===== config.mk =====
export PLATFORM = sky130hd
export DESIGN_NAME = avr_irq_ctrl
export DESIGN_NICKNAME = d
export VERILOG_FILES = /design/src/rtl/avr_irq_ctrl_pkg.sv /design/src/rtl/avr_irq_prio_enc.sv /design/src/rtl/avr_irq_ctrl.sv
export SDC_FILE = /design/constraint.sdc
export NUM_CORES = 1
export LEC_CHECK = 0
export BUFFER_PORTS_ARGS = -buffer_cell sky130_fd_sc_hd__buf_2
export CORE_MARGIN = 5
export CORE_UTILIZATION = 54
export CTS_CLUSTER_SIZE = 24
export DETAILED_ROUTE_END_ITERATION = 12
export GPL_TIMING_DRIVEN = 1
export PLACE_DENSITY = 0.77
export SLEW_MARGIN = 20
export SYNTH_ARGS = -nofsm -noshare
export SYNTH_HDL_FRONTEND = slang
export SYNTH_SLANG_ARGS = --single-unit

===== constraint.sdc =====
create_clock -name clk -period 1.4 [get_ports clk]
set_input_delay 0 -clock clk [delete_from_list [all_inputs] [get_ports clk]]
set_output_delay 0 -clock clk [all_outputs]
set_load 0.02 [all_outputs]

===== src/rtl/avr_irq_ctrl_pkg.sv =====
// Shared definitions for the AVR interrupt controller: register map,
// ICTRL bit positions and handshake FSM state encoding.
package avr_irq_ctrl_pkg;

    // I/O register addresses
    localparam logic [1:0] A_IPEND = 2'd0;
    localparam logic [1:0] A_IMASK = 2'd1;
    localparam logic [1:0] A_IEDGE = 2'd2;
    localparam logic [1:0] A_ICTRL = 2'd3;

    // ICTRL bit positions
    localparam int unsigned BIT_GIE = 7;
    localparam int unsigned BIT_REQ = 6;
    localparam int unsigned BIT_SVC = 5;

    // Core handshake states
    typedef enum logic [1:0] {
        ST_IDLE = 2'd0,
        ST_REQ  = 2'd1,
        ST_SVC  = 2'd2
    } state_t;

endpackage


===== src/rtl/avr_irq_prio_enc.sv =====
// Fixed-priority encoder: reports the lowest set index of req.
// Ports: req (N_IRQ lines in), valid_c (any bit set), index_c (winner).
module avr_irq_prio_enc #(
    parameter int unsigned N_IRQ = 8,
    parameter int unsigned VEC_W = 3
) (
    input  logic [N_IRQ-1:0] req,
    output logic             valid_c,
    output logic [VEC_W-1:0] index_c
);

    // Scan from the top down so the lowest set index is written last
    always_comb begin
        valid_c = 1'b0;
        index_c = '0;
        for (int i = int'(N_IRQ) - 1; i >= 0; i--) begin
            if (req[i]) begin
                valid_c = 1'b1;
                index_c = VEC_W'(i);
            end
        end
    end

endmodule


===== src/rtl/avr_irq_ctrl.sv =====
// AVR interrupt controller: per-source pending latch, mask, edge/level
// select, fixed priority (source 0 highest) and req/ack/ret handshake
// with the core. Optional macro AVR_IRQ_SYNC_EN adds a 2-flop
// synchroniser on every irq_src bit.
// Ports: clk, rst (async active-low); io_re/io_we/io_a/io_di/io_do I/O
// register port; irq_src peripheral lines; irq_req/irq_vec to the core;
// irq_ack/irq_ret pulses from the core.
module avr_irq_ctrl
    import avr_irq_ctrl_pkg::*;
#(
    parameter int unsigned N_IRQ = 8,
    parameter int unsigned VEC_W = 3
) (
    input  logic             clk,
    input  logic             rst,
    input  logic             io_re,
    input  logic             io_we,
    input  logic [1:0]       io_a,
    input  logic [7:0]       io_di,
    output logic [7:0]       io_do,
    input  logic [N_IRQ-1:0] irq_src,
    output logic             irq_req,
    output logic [VEC_W-1:0] irq_vec,
    input  logic             irq_ack,
    input  logic             irq_ret
);

    logic [N_IRQ-1:0] src_in;
    logic [N_IRQ-1:0] src_prev;
    logic [N_IRQ-1:0] ipend;
    logic [N_IRQ-1:0] ipend_nx;
    logic [N_IRQ-1:0] imask;
    logic [N_IRQ-1:0] iedge;
    logic             gie;
    state_t           state;
    state_t           state_nx;
    logic [VEC_W-1:0] vec_nx;
    logic             win_valid;
    logic [VEC_W-1:0] win_idx;
    logic             ack_take;
    logic [7:0]       ctrl_rd;

`ifdef AVR_IRQ_SYNC_EN
    logic [N_IRQ-1:0] sync_q1;
    logic [N_IRQ-1:0] sync_q2;

    // Two-flop synchroniser for asynchronous peripheral lines
    always_ff @(posedge clk or negedge rst) begin
        if (!rst) begin
            sync_q1 <= '0;
            sync_q2 <= '0;
        end else begin
            sync_q1 <= irq_src;
            sync_q2 <= sync_q1;
        end
    end
    assign src_in = sync_q2;
`else
    assign src_in = irq_src;
`endif

    assign ack_take = irq_ack && (state == ST_REQ);

    // Pending update: edge sources latch rises (set beats clear),
    // level sources simply follow the line
    always_comb begin
        ipend_nx = ipend;
        for (int i = 0; i < int'(N_IRQ); i++) begin
            if (iedge[i]) begin
                ipend_nx[i] = (src_in[i] & ~src_prev[i]) |
                              (ipend[i] & ~((io_we && io_a == A_IPEND && io_di[i]) ||
                                            (ack_take && irq_vec == VEC_W'(i))));
            end else begin
                ipend_nx[i] = src_in[i];
            end
        end
    end

    avr_irq_prio_enc #(
        .N_IRQ (N_IRQ),
        .VEC_W (VEC_W)
    ) u_prio (
        .req     (ipend & imask),
        .valid_c (win_valid),
        .index_c (win_idx)
    );

    // Handshake next-state; vector only changes on IDLE->REQ
    always_comb begin
        state_nx = state;
        vec_nx   = irq_vec;
        case (state)
            ST_IDLE: begin
                if (gie && win_valid) begin
                    state_nx = ST_REQ;
                    vec_nx   = win_idx;
                end
            end
            ST_REQ:  if (irq_ack) state_nx = ST_SVC;
            ST_SVC:  if (irq_ret) state_nx = ST_IDLE;
            default: state_nx = ST_IDLE;
        endcase
    end

    // FSM state and core-facing outputs
    always_ff @(posedge clk or negedge rst) begin
        if (!rst) begin
            state   <= ST_IDLE;
            irq_vec <= '0;
            irq_req <= 1'b0;
        end else begin
            state   <= state_nx;
            irq_vec <= vec_nx;
            irq_req <= (state_nx == ST_REQ);
        end
    end

    // Source history and CPU-visible registers
    always_ff @(posedge clk or negedge rst) begin
        if (!rst) begin
            src_prev <= '0;
            ipend    <= '0;
            imask    <= '0;
            iedge    <= '0;
            gie      <= 1'b0;
        end else begin
            src_prev <= src_in;
            ipend    <= ipend_nx;
            if (io_we && io_a == A_IMASK) imask <= io_di[N_IRQ-1:0];
            if (io_we && io_a == A_IEDGE) iedge <= io_di[N_IRQ-1:0];
            if (io_we && io_a == A_ICTRL) gie   <= io_di[BIT_GIE];
        end
    end

    always_comb begin
        ctrl_rd              = '0;
        ctrl_rd[BIT_GIE]     = gie;
        ctrl_rd[BIT_REQ]     = (state == ST_REQ);
        ctrl_rd[BIT_SVC]     = (state == ST_SVC);
        ctrl_rd[VEC_W-1:0]   = irq_vec;
    end

    // Read mux shows current (pre-write) register contents
    always_comb begin
        io_do = '0;
        if (io_re) begin
            case (io_a)
                A_IPEND: io_do = 8'(ipend);
                A_IMASK: io_do = 8'(imask);
                A_IEDGE: io_do = 8'(iedge);
                default: io_do = ctrl_rd;
            endcase
        end
    end

endmodule


; Word level (Yosys, flattened, before mapping)
; Index checks and enable logic that the tools add are counted.
[totals]
regBits = 39
in_bits = 24
out_inout_bits = 12
[classes]
n_eq_ne = 13
muxes = 30
bitwise_logic = 41
reduce_logical = 34
[op_table]
columns = cell, n
row1 = $mux W3, 8
row2 = $pmux W8 S3, 1
row3 = $logic_and A1 B1 Y1, 22
row4 = $and A1 B1 Y1, 16
row5 = $mux W1, 16
row6 = $not A1 Y1, 16
row7 = $eq A3 B3 Y1 const B, 4
row8 = $and A8 B8 Y8, 1
row9 = $logic_or A1 B1 Y1, 8
row10 = $mux W8, 1
row11 = $or A1 B1 Y1, 8
row12 = $eq A2 B1 Y1 const B, 3
row13 = $eq A2 B2 Y1 const B, 3
row14 = $eq A3 B2 Y1 const B, 2
row15 = $mux W2, 3
row16 = $pmux W2 S3, 1
row17 = $logic_not A2 Y1, 2
row18 = $eq A3 B1 Y1 const B, 1
row19 = $logic_not A3 Y1, 1
row20 = $reduce_and A2 Y1, 1

; Depth between registers and ports, before layout
; Gate-level depths: netlist (run 1).
[depth]
word_depth = 13
ltp_mapped = 5
mapped_depth_nobuf = 4

; Cells and area by module
; Synthesis (run 1) repeated with hierarchy kept, for this count alone.
[hier_totals]
cells_unflattened = 155
hier_area_um2 = 1968.1
[modules_own_cells]
columns = module, instances, cells_per_inst, area_per_inst_um2
row1 = avr_irq_ctrl, 1, 142, 1888.1
row2 = avr_irq_prio_enc, 1, 13, 80.1

; Worst setup path after synthesis (run 1)
; Ideal clock, no wire load.
[synth_timing]
kind = register -> output
start = reg state[0]
end = out io_do[6]
arrival_ns = 1.204
path_slack_ns = 0.196
path_stages_with_launch = 4
path_buffers = 0
cell_sequence = dfrtp_1 -> nor2b_1 -> mux4_2 -> and2_1
[synth_between]
elab_chain_len = 3
[synth_rtl]
columns = item, line
row1 = "start, declared", avr_irq_ctrl.sv:35  ; state_t state;
row2 = "start signal, assigned", avr_irq_ctrl.sv:112  ; state <= state_nx;
row3 = $eq A2 B1 Y1, avr_irq_ctrl.sv:138  ; ctrl_rd[BIT_REQ] = (state == ST_REQ);
row4 = $pmux W8 S3, avr_irq_ctrl.sv:147  ; case (io_a)
row5 = $mux W8, avr_irq_ctrl.sv:146  ; if (io_re) begin
row6 = "end, declared", avr_irq_ctrl.sv:20  ; output logic [7:0] io_do,
; Every way passes these cells.

; Worst setup path after layout (run 1)
; Ends and elaborated chain as after synthesis.

==> results_dict.tcl, run 1 <==
set metrics [dict create \
    cts_root_buf "clkbuf_4" \
    place_inst 238 \
    antenna_found_initial 0 \
    vias_per_cell 5.909 \
    reg2reg_slack_ns -0.03 \
    wirelength_um 5358 \
    cts-htree-levels 2 \
    relSlewSlack 0.6497 \
    gp_congestion 0.9122 \
    period_share 1.157 \
    grt_start_max_net_pins 22 \
    grt.total_usage 0.2244 \
    routedWlPerCell_um 18.73 \
    synth.cell_area_um2 1917 \
    setup_viol 8 \
    cp-start-kind "register" \
    cts_buffer_depth 2 \
    hold_violations 0 \
    grt_setup_unrepaired "yes" \
    clock_latency_ns 0.34 \
    gr-total-overflow 0 \
    layout-drive-gt1-share 0.4333 \
    tightest_slew_ns 0.5249 \
    cts_tree "done" \
    finalMaxSlewViolations 0 \
    rows 21 \
    final_nets 263 \
    num-fill-cells 187 \
    grt_pass1_vias 1727 \
    hold_path_class "in -> reg" \
    finalSetupTns_ns -0.8580 \
    holdWs_ns 0.08136 \
    crit_path_max_fanout 3 \
    fin_area_um2 2685 \
    antenna_cells 0 \
    stdcell_count 286 \
    cts.sinks 39 \
    critical_path_required_ns 1.40 \
    drcViolationCount 0 \
    grt_pass1_wl_um 8528 \
    clk_pin_slew_ns 0.10 \
    fin_ws_ns -0.2205 \
    dr.pass1.iters 4 \
    start_util 0.5655 \
    numCtsBuffers 5 \
    endpoint_kind "output pin" \
    die_w_um 69.58 \
    portBuffers 35 \
    crit_arrival_ns 1.62 \
    period_minus_slack_ns 1.620 \
    outcome "finished with violations" \
    synth-seq-cells 39 \
    maxCapViolations 0 \
    first_iter_violations 100 \
    vias 1690 \
    critical_path_class "reg -> out" \
    syn_nets 179 \
    seq_area_frac_synth 0.5091 \
    pre_cts_ws_ns 0.06789 \
    synthToLayoutAreaGrowth_pct 40.08 \
    synth_warnings 0 \
    violations "negative setup slack" \
    die_h_um 69.58 \
    clock.fmax_mhz 617.1 \
    core_um2 3390 \
    fin_skew_ns 0.01442 \
    placed_area_um2 2166 \
    leakagePower_nw 1.260 \
    io_pins 36 \
    drtAntennaViolNets 0 \
    power.density_nw_per_um2 1409 \
    avgSynthCellArea_um2 12.37 \
    syn_inst 155 \
    die-area_um2 4841 \
    peakVddDrop_mv 0.9494 \
    hpwl_um 3237 \
    ys_types 32 \
]
==> per-stage QoR <==
| stage | total power, W | util |
|---|---|---|
| 2_1_floorplan | 0.002261 | - |
| 3_3_place_gp | 0.002646 | 0.6390 |
| 3_5_place_dp | 0.002689 | 0.6390 |
| 4_1_cts | 0.003598 | 0.7693 |
| 5_1_grt | 0.003972 | 0.7922 |
| 6_report | 0.003783 | 0.7922 |
==> cell type report <==
class | instances | area (µm²) | share of cell area
clock buffer | 7 | 45.04 | 0.01678
clock inverter | 1 | 5.005 | 0.001864
inverter | 1 | 3.754 | 0.001398
multi-input combinational | 112 | 970.9 | 0.3616
sequential | 39 | 975.9 | 0.3635
tap | 46 | 57.56 | 0.02144
timing repair buffer | 80 | 626.9 | 0.2335
==> worst max-delay path, stage by stage, from the launching register on <==
cell	delay, ns
dfrtp_1	0.42
nor2b_4	0.14
mux4_2	0.46
and2_4	0.15
buf_6	0.12
==> state kept, by name (all words and copies together) (netlist names) <==
signal,flops
src_prev,8
irq_vec,3
irq_req,1
gie,1
ipend,8
state,2
iedge,8
imask,8
==> layout by cell type, fill, tap and decap left out, types with 3 or more instances in the layout <==
cell type	Yosys	final
a21oi_1	6	6
o21ai_0	5	4
buf_4	1	24
clkbuf_4	0	5
nand3_1	4	3
mux2_2	9	9
dfrtp_1	39	39
a221oi_2	0	3
dlygate4sd3_1	0	19
mux2_1	8	8
a221oi_1	6	3
buf_2	0	27
buf_6	1	9
and2_4	0	6
nand3b_1	3	3
nand2_1	25	25
mux4_2	2	6
a21o_1	6	6
a22oi_2	0	4
==> layer usage <==
layer / GRT usage / vias up / wire (µm)
li1: - / 747 / -
met1: 0.2773 / 823 / 2006
met2: 0.3951 / 89 / 2810
met3: 0.04638 / 31 / 359
met4: 0.06291 / 0 / 182
met5: 0 / - / 0
==> report_power, final <==
group	total [W]	internal [W]	switching (W)	leakage, nW
combinational	0.00170	0.000869	0.000835	0.770
clock	0.000537	0.000196	0.000341	0.0293
sequential	0.00154	0.00136	0.000185	0.461
total	0.00378	0.00242	0.00136	1.26
==> final timing paths <==
check / startpoint / to / cells after the start
max: state[0] / io_do[6] / 4
min: io_we / gie / 3
max reg2reg: state[1] / ipend[3] / 5
min reg2reg: src_prev[5] / ipend[5] / 2
max in group asynchronous: rst / irq_vec[2] / 3
min in group asynchronous: rst / imask[3] / 2
==> Yosys cell counts (all sizes together) <==
cell | n | area [µm²]
and3 | 1 | 6.260
o21ai | 5 | 25.02
a22o | 2 | 17.52
a32o | 2 | 20.02
dfrtp | 39 | 975.9
mux4 | 6 | 150.1
a21oi | 6 | 30.03
a31oi | 1 | 6.260
mux2 | 17 | 191.4
and2 | 8 | 50.05
nand4 | 1 | 6.260
nor2b | 4 | 25.02
a21o | 6 | 45.04
inv | 1 | 3.750
nand3b | 5 | 53.80
o2bb2ai | 1 | 8.760
nor2 | 2 | 7.510
nand2 | 25 | 93.84
buf | 3 | 33.78
nand2b | 2 | 12.51
nand3 | 4 | 20.02
a221oi | 6 | 52.55
mux2i | 2 | 20.02
nor3b | 2 | 31.28
a22oi | 4 | 30.03
==> cell families after synthesis <==
group / count (synthesis) / share of synthesized area
compound gates: 33 / 0.1227
buf+inv: 4 / 0.01958
simple gates: 54 / 0.1599
flops: 39 / 0.5091
mux: 25 / 0.1886
==> what timing repair did <==
item / CTS / global route
pin swaps: 5 / 9
endpoints found under the hold margin: 74 / 0
hold buffers: 19 / 0
endpoints found under the setup margin: 7 / 16
resized for setup: 31 / 12
setup buffers: 18 / 3
No activity file was read; power rests on OpenSTA's default activity.
==> run 2, diff against run 1 <==
BUFFER_PORTS_ARGS = -buffer_cell sky130_fd_sc_hd__buf_4   (was -buffer_cell sky130_fd_sc_hd__buf_2)
==> run 2 against run 1 <==
Compared with the run above:
- the run still ends with negative setup slack left
- clock power grew 47%
- total power grew 4.3%
- routed wire length shrank 5.3%
- critical path depth is the same
- critical path type unchanged
- critical endpoint unchanged
==> results_dict.tcl, run 2 (same netlist as run 1, synthesis figures left out) <==
set metrics [dict create \
    routedWlPerCell_um 18.05 \
    cts_tree "done" \
    crit_arrival_ns 1.71 \
    numCtsBuffers 5 \
    clock.fmax_mhz 584.5 \
    hpwl_um 3234 \
    die_h_um 69.58 \
    clock_latency_ns 0.35 \
    leakagePower_nw 1.270 \
    maxCapViolations 0 \
    pwr-share-comb 0.404 \
    placed_area_um2 2233 \
    cts_root_buf "clkbuf_4" \
    antenna_found_initial 0 \
    cp-start-kind "register" \
    grt_start_max_net_pins 40 \
    finalSetupTns_ns -0.9815 \
    clockPowerShare 0.200 \
    critical_path_class "reg -> out" \
    grt_pass1_vias 1675 \
    period_minus_slack_ns 1.711 \
    period_share 1.222 \
    power.density_nw_per_um2 1450 \
    final_nets 258 \
    peakVddDrop_mv 0.8583 \
    die-area_um2 4841 \
    start_util 0.5655 \
    fin_area_um2 2721 \
    cts.sinks 39 \
    dr.pass1.iters 4 \
    finalMaxSlewViolations 0 \
    fin_skew_ns 0.01444 \
    hold_path_class "in -> reg" \
    synthToLayoutAreaGrowth_pct 41.97 \
    first_iter_violations 145 \
    outcome "finished with violations" \
    drcViolationCount 0 \
    final_cell_mix "buf_4 (47), dfrtp_1 (37), nand2_1 (25), dlygate4sd3_1 (19)" \
    clk_pin_slew_ns 0.11 \
    endpoint_kind "output pin" \
    grt_setup_unrepaired "yes" \
    relSlewSlack 0.6499 \
    reg2reg_slack_ns -0.03 \
    fin_ws_ns -0.3109 \
    tightest_slew_ns 0.5246 \
    fin_util 0.8029 \
    gp_congestion 0.8562 \
    gr-total-overflow 0 \
    core_um2 3390 \
    die_w_um 69.58 \
    cp_slowest_cell "dfrtp_2" \
    io_pins 36 \
    seqCellArea_um2 978.4 \
    worstPathCellList "nor2b_4 > mux4_2 > and2_4 > buf_6" \
    cp_slowest_stage_delay_ns 0.47 \
    cts-htree-levels 2 \
    hold_violations 0 \
    power_frac_seq 0.396 \
    setup_viol 7 \
    rows 21 \
    layout-drive-gt1-share 0.4255 \
    portBuffers 35 \
    grt_pass1_wl_um 8148 \
    crit_path_max_fanout 5 \
    fin_total_pwr_w 0.003946 \
    final_common_cell "buf_4" \
    drtAntennaViolNets 0 \
    crit_buf_inv 1 \
    grt.total_usage 0.2162 \
    pre_cts_ws_ns 0.06404 \
    vias_per_cell 5.854 \
    critical_path_required_ns 1.40 \
    num-fill-cells 199 \
    cpLargestDelayFamily "flip-flops" \
    switching_share 0.3333 \
    vias 1645 \
    cts_buffer_depth 2 \
    p_int_w 0.002631 \
    antenna_cells 0 \
    multiInputGateArea_um2 950.9 \
    violations "negative setup slack" \
    p_switching_w 0.001315 \
    wirelength_um 5073 \
]
==> run 2: changes by cell type in the layout (fill, tap and decap cells not counted), moves of 2 or more <==
cell and delta:
a22oi_1 +2, dfrtp_2 +2, buf_2 -27, buf_4 +23, dfrtp_1 -2, a22oi_2 -2, clkbuf_1 -2
==> run 2: per-layer routing <==
layer | wire length, µm | global-route usage | share of wire | up-vias
li1 | - | - | - | 739
met1 | 2005 | 0.2730 | 0.40 | 808
met2 | 2608 | 0.3686 | 0.51 | 84
met3 | 369 | 0.03913 | 0.073 | 14
met4 | 91 | 0.08026 | 0.018 | 0
met5 | 0 | 0 | 0 | -
==> run 2: power by group through the flow <==
stage	Clock, W	Combinational (W)	Sequential (W)
finish	0.000789	0.00160	0.00156
global route	0.000846	0.00170	0.00158
CTS	0.000810	0.00151	0.00155
detailed placement	0	0.00116	0.00160
global placement	0	0.00113	0.00158
floorplan	0	0.000632	0.00163
==> run 2: cell type report <==
type / count / area share
inverter: 1 / 0.001379
timing repair buffer: 75 / 0.2368
sequential: 39 / 0.3595
clock buffer: 6 / 0.01885
tap: 46 / 0.02115
clock inverter: 2 / 0.01287
multi-input combinational: 112 / 0.3494
==> run 2: worst min-delay path: cells and delay by family <==
family / cells / cell delay (ns)
AND/OR/NAND/NOR: 1 / 0.08
buffers and inverters: 1 / 0.14
multiplexers: 1 / 0.15
==> run 2: final timing paths <==
| check | from | to | cells past startpoint |
|---|---|---|---|
| min | io_we | gie | 3 |
| max in group asynchronous | rst | state[0] | 2 |
| max reg2reg | state[1] | ipend[7] | 5 |
| min in group asynchronous | rst | irq_vec[1] | 2 |
| max | state[0] | io_do[6] | 4 |
| min reg2reg | src_prev[5] | ipend[5] | 2 |
==> run 2: stage by stage <==
step,hold slack (ns),std cells
floorplan,-0.2956,155
global placement,-0.01022,237
detailed placement,-0.001617,237
CTS,0.03509,279
global route,0.03921,281
finish,0.04195,281
==> run 2: repair_timing <==
item	4_1_cts	5_1_grt
pin swaps	8	3
endpoints found under the setup margin	7	16
buffers inserted	15	2
resized for setup	26	8
hold endpoints to repair	75	0
hold buffers	19	0
==> run 3, diff against run 2 <==
BUFFER_PORTS_ARGS = default   (was -buffer_cell sky130_fd_sc_hd__buf_4)
CORE_UTILIZATION = 60   (was 54)
DONT_BUFFER_PORTS = 1   (was default)
PLACE_DENSITY = 0.75   (was 0.77)
==> run 3 against run 2 <==
Compared with the run above:
- the flow still finishes with violations (negative setup slack)
- die area decreased by 8.6%
- combinational power decreased by 5%
- first-iteration DRC count decreased by 23%
- maximum frequency increased by 11%
- final area decreased by 8.4%
- flip-flop and latch count unchanged
- critical path depth decreased by 1
- global-route usage increased by 3.1 points
- critical path type unchanged
- count of clock-buffer cells in the layout decreased by 1
- register-to-register slack got worse by 0.06 ns
- sequential share of layout area increased by 3.3 points
==> results_dict.tcl, run 3 (same netlist as run 1, synthesis figures left out) <==
set metrics [dict create \
    holdWs_ns 0.03592 \
    worstPathCellList "nor2b_4 > mux4_2 > and2_4" \
    critical_path_class "reg -> out" \
    hold_violations 0 \
    fin_util 0.8164 \
    numCtsBuffers 5 \
    final_common_cell "dfrtp_1" \
    p_switching_w 0.001293 \
    finalMaxSlewViolations 0 \
    synthToLayoutAreaGrowth_pct 30.03 \
    switching_share 0.3569 \
    cp_slowest_stage_delay_ns 0.46 \
    critical_path_required_ns 1.40 \
    grt.total_usage 0.2468 \
    antenna_cells 0 \
    hpwl_um 3020 \
    final_nets 233 \
    grt_pass1_vias 1545 \
    endpoint_kind "output pin" \
    die_h_um 66.52 \
    stdcell_count 254 \
    power_frac_seq 0.430 \
    cp-start-kind "register" \
    die-area_um2 4425 \
    io_pins 36 \
    fin_skew_ns 0.006955 \
    multiInputGateArea_um2 959.7 \
    rows 20 \
    drtAntennaViolNets 0 \
    outcome "finished with violations" \
    clockPowerShare 0.150 \
    setup_viol 9 \
    start_util 0.6279 \
    power.density_nw_per_um2 1454 \
    cts_root_buf "clkbuf_4" \
    maxCapViolations 0 \
    cts.sinks 39 \
    seqCellArea_um2 978.4 \
    place_inst 201 \
    reg2reg_slack_ns -0.09 \
    p_int_w 0.002330 \
    core_um2 3053 \
    clk_pin_slew_ns 0.11 \
    clock_latency_ns 0.35 \
    grt_start_max_net_pins 40 \
    final_cell_mix "dfrtp_1 (37), buf_4 (27), nand2_1 (24), dlygate4sd3_1 (22), mux2_2 (9)" \
    layout-drive-gt1-share 0.3476 \
    period_share 1.105 \
    cts_tree "done" \
    pwr-share-comb 0.420 \
    violations "negative setup slack" \
    peakVddDrop_mv 0.8546 \
    clock.fmax_mhz 646.4 \
    tightest_slew_ns 0.4987 \
    period_minus_slack_ns 1.547 \
    cts-htree-levels 2 \
    crit_arrival_ns 1.55 \
    wirelength_um 4802 \
    grt_setup_unrepaired "yes" \
    fin_ws_ns -0.1469 \
    first_iter_violations 111 \
    grt_pass1_wl_um 7955 \
    die_w_um 66.52 \
    gr-total-overflow 0 \
    cp_slowest_cell "mux4_2" \
    hold_path_class "in -> reg" \
    portBuffers 0 \
    drcViolationCount 0 \
    crit_path_max_fanout 3 \
    vias_per_cell 5.933 \
    cts_buffer_depth 2 \
    routedWlPerCell_um 18.91 \
    dr.pass1.iters 4 \
    relSlewSlack 0.6672 \
    num-fill-cells 194 \
    antenna_found_initial 0 \
    gp_congestion 0.8498 \
    vias 1507 \
    leakagePower_nw 1.126 \
]
==> run 3: cell count changes in the layout (fill, tap and decap cells not counted), moves of 2 or more <==
| cell | before | now |
|---|---|---|
| buf_6 | 9 | 0 |
| o21ai_0 | 3 | 5 |
| clkinv_2 | 1 | 3 |
| buf_4 | 47 | 27 |
| dlygate4sd3_1 | 19 | 22 |
| o21ai_1 | 2 | 0 |
==> run 3: final cells by class <==
cell class / instances / area share
sequential: 39 / 0.3926
multi-input combinational: 112 / 0.3850
timing repair buffer: 50 / 0.1777
tap: 44 / 0.02209
clock buffer: 5 / 0.01506
clock inverter: 3 / 0.006024
inverter: 1 / 0.001506
==> run 3: worst max-delay path, delay by kind of cell, from the launching register on <==
family | cells | cell delay [ns]
DFF | 1 | 0.42
muxes | 1 | 0.46
and+or+nand+nor | 2 | 0.32
==> run 3: worst paths after layout <==
| path | end | cells after the start | startpoint |
|---|---|---|---|
| hold / removal | imask[2] | 2 | io_a[1] |
| hold reg to reg | gie | 1 | gie |
| min in group asynchronous | iedge[0] | 2 | rst |
| setup reg to reg | ipend[3] | 6 | state[1] |
| setup / recovery | io_do[5] | 3 | state[1] |
| max in group asynchronous | irq_vec[0] | 2 | rst |
==> run 3: routing by layer <==
| metal | up-vias | global-route usage | share of wire |
|---|---|---|---|
| met3 | 13 | 0.07083 | 0.071 |
| met4 | 0 | 0.08122 | 0.023 |
| met2 | 74 | 0.3841 | 0.50 |
| met5 | - | 0 | 0 |
| met1 | 735 | 0.3319 | 0.41 |
| li1 | 685 | - | - |
==> run 3: power by group through the flow <==
stage          combinational, W  clock (W)  sequential [W]
3_3_place_gp           0.000864          0         0.00163
2_1_floorplan          0.000632          0         0.00163
5_1_grt                 0.00164   0.000629         0.00158
6_report                0.00152   0.000543         0.00156
3_5_place_dp           0.000889          0         0.00165
4_1_cts                 0.00136   0.000564         0.00155
==> run 3: repair_timing <==
item,in CTS,in global routing
pin swaps,6,4
gates resized for setup,21,11
setup endpoints to repair,6,14
setup buffers,18,4
hold buffers,23,0
hold endpoints to repair,75,0
==> run 3: through the flow <==
| step | instance area (µm²) | total power [W] | setup slack (ns) | setup TNS, ns |
|---|---|---|---|---|
| after floorplan | 1917 | 0.002261 | 0.1959 | 0 |
| after global placement | 1976 | 0.002498 | 0.1135 | 0 |
| after detailed placement | 1976 | 0.002539 | 0.05930 | 0 |
| after CTS | 2416 | 0.003472 | -0.1626 | -0.4195 |
| after global routing | 2492 | 0.003851 | -0.2064 | -1.181 |
| final | 2492 | 0.003624 | -0.1469 | -0.6018 |
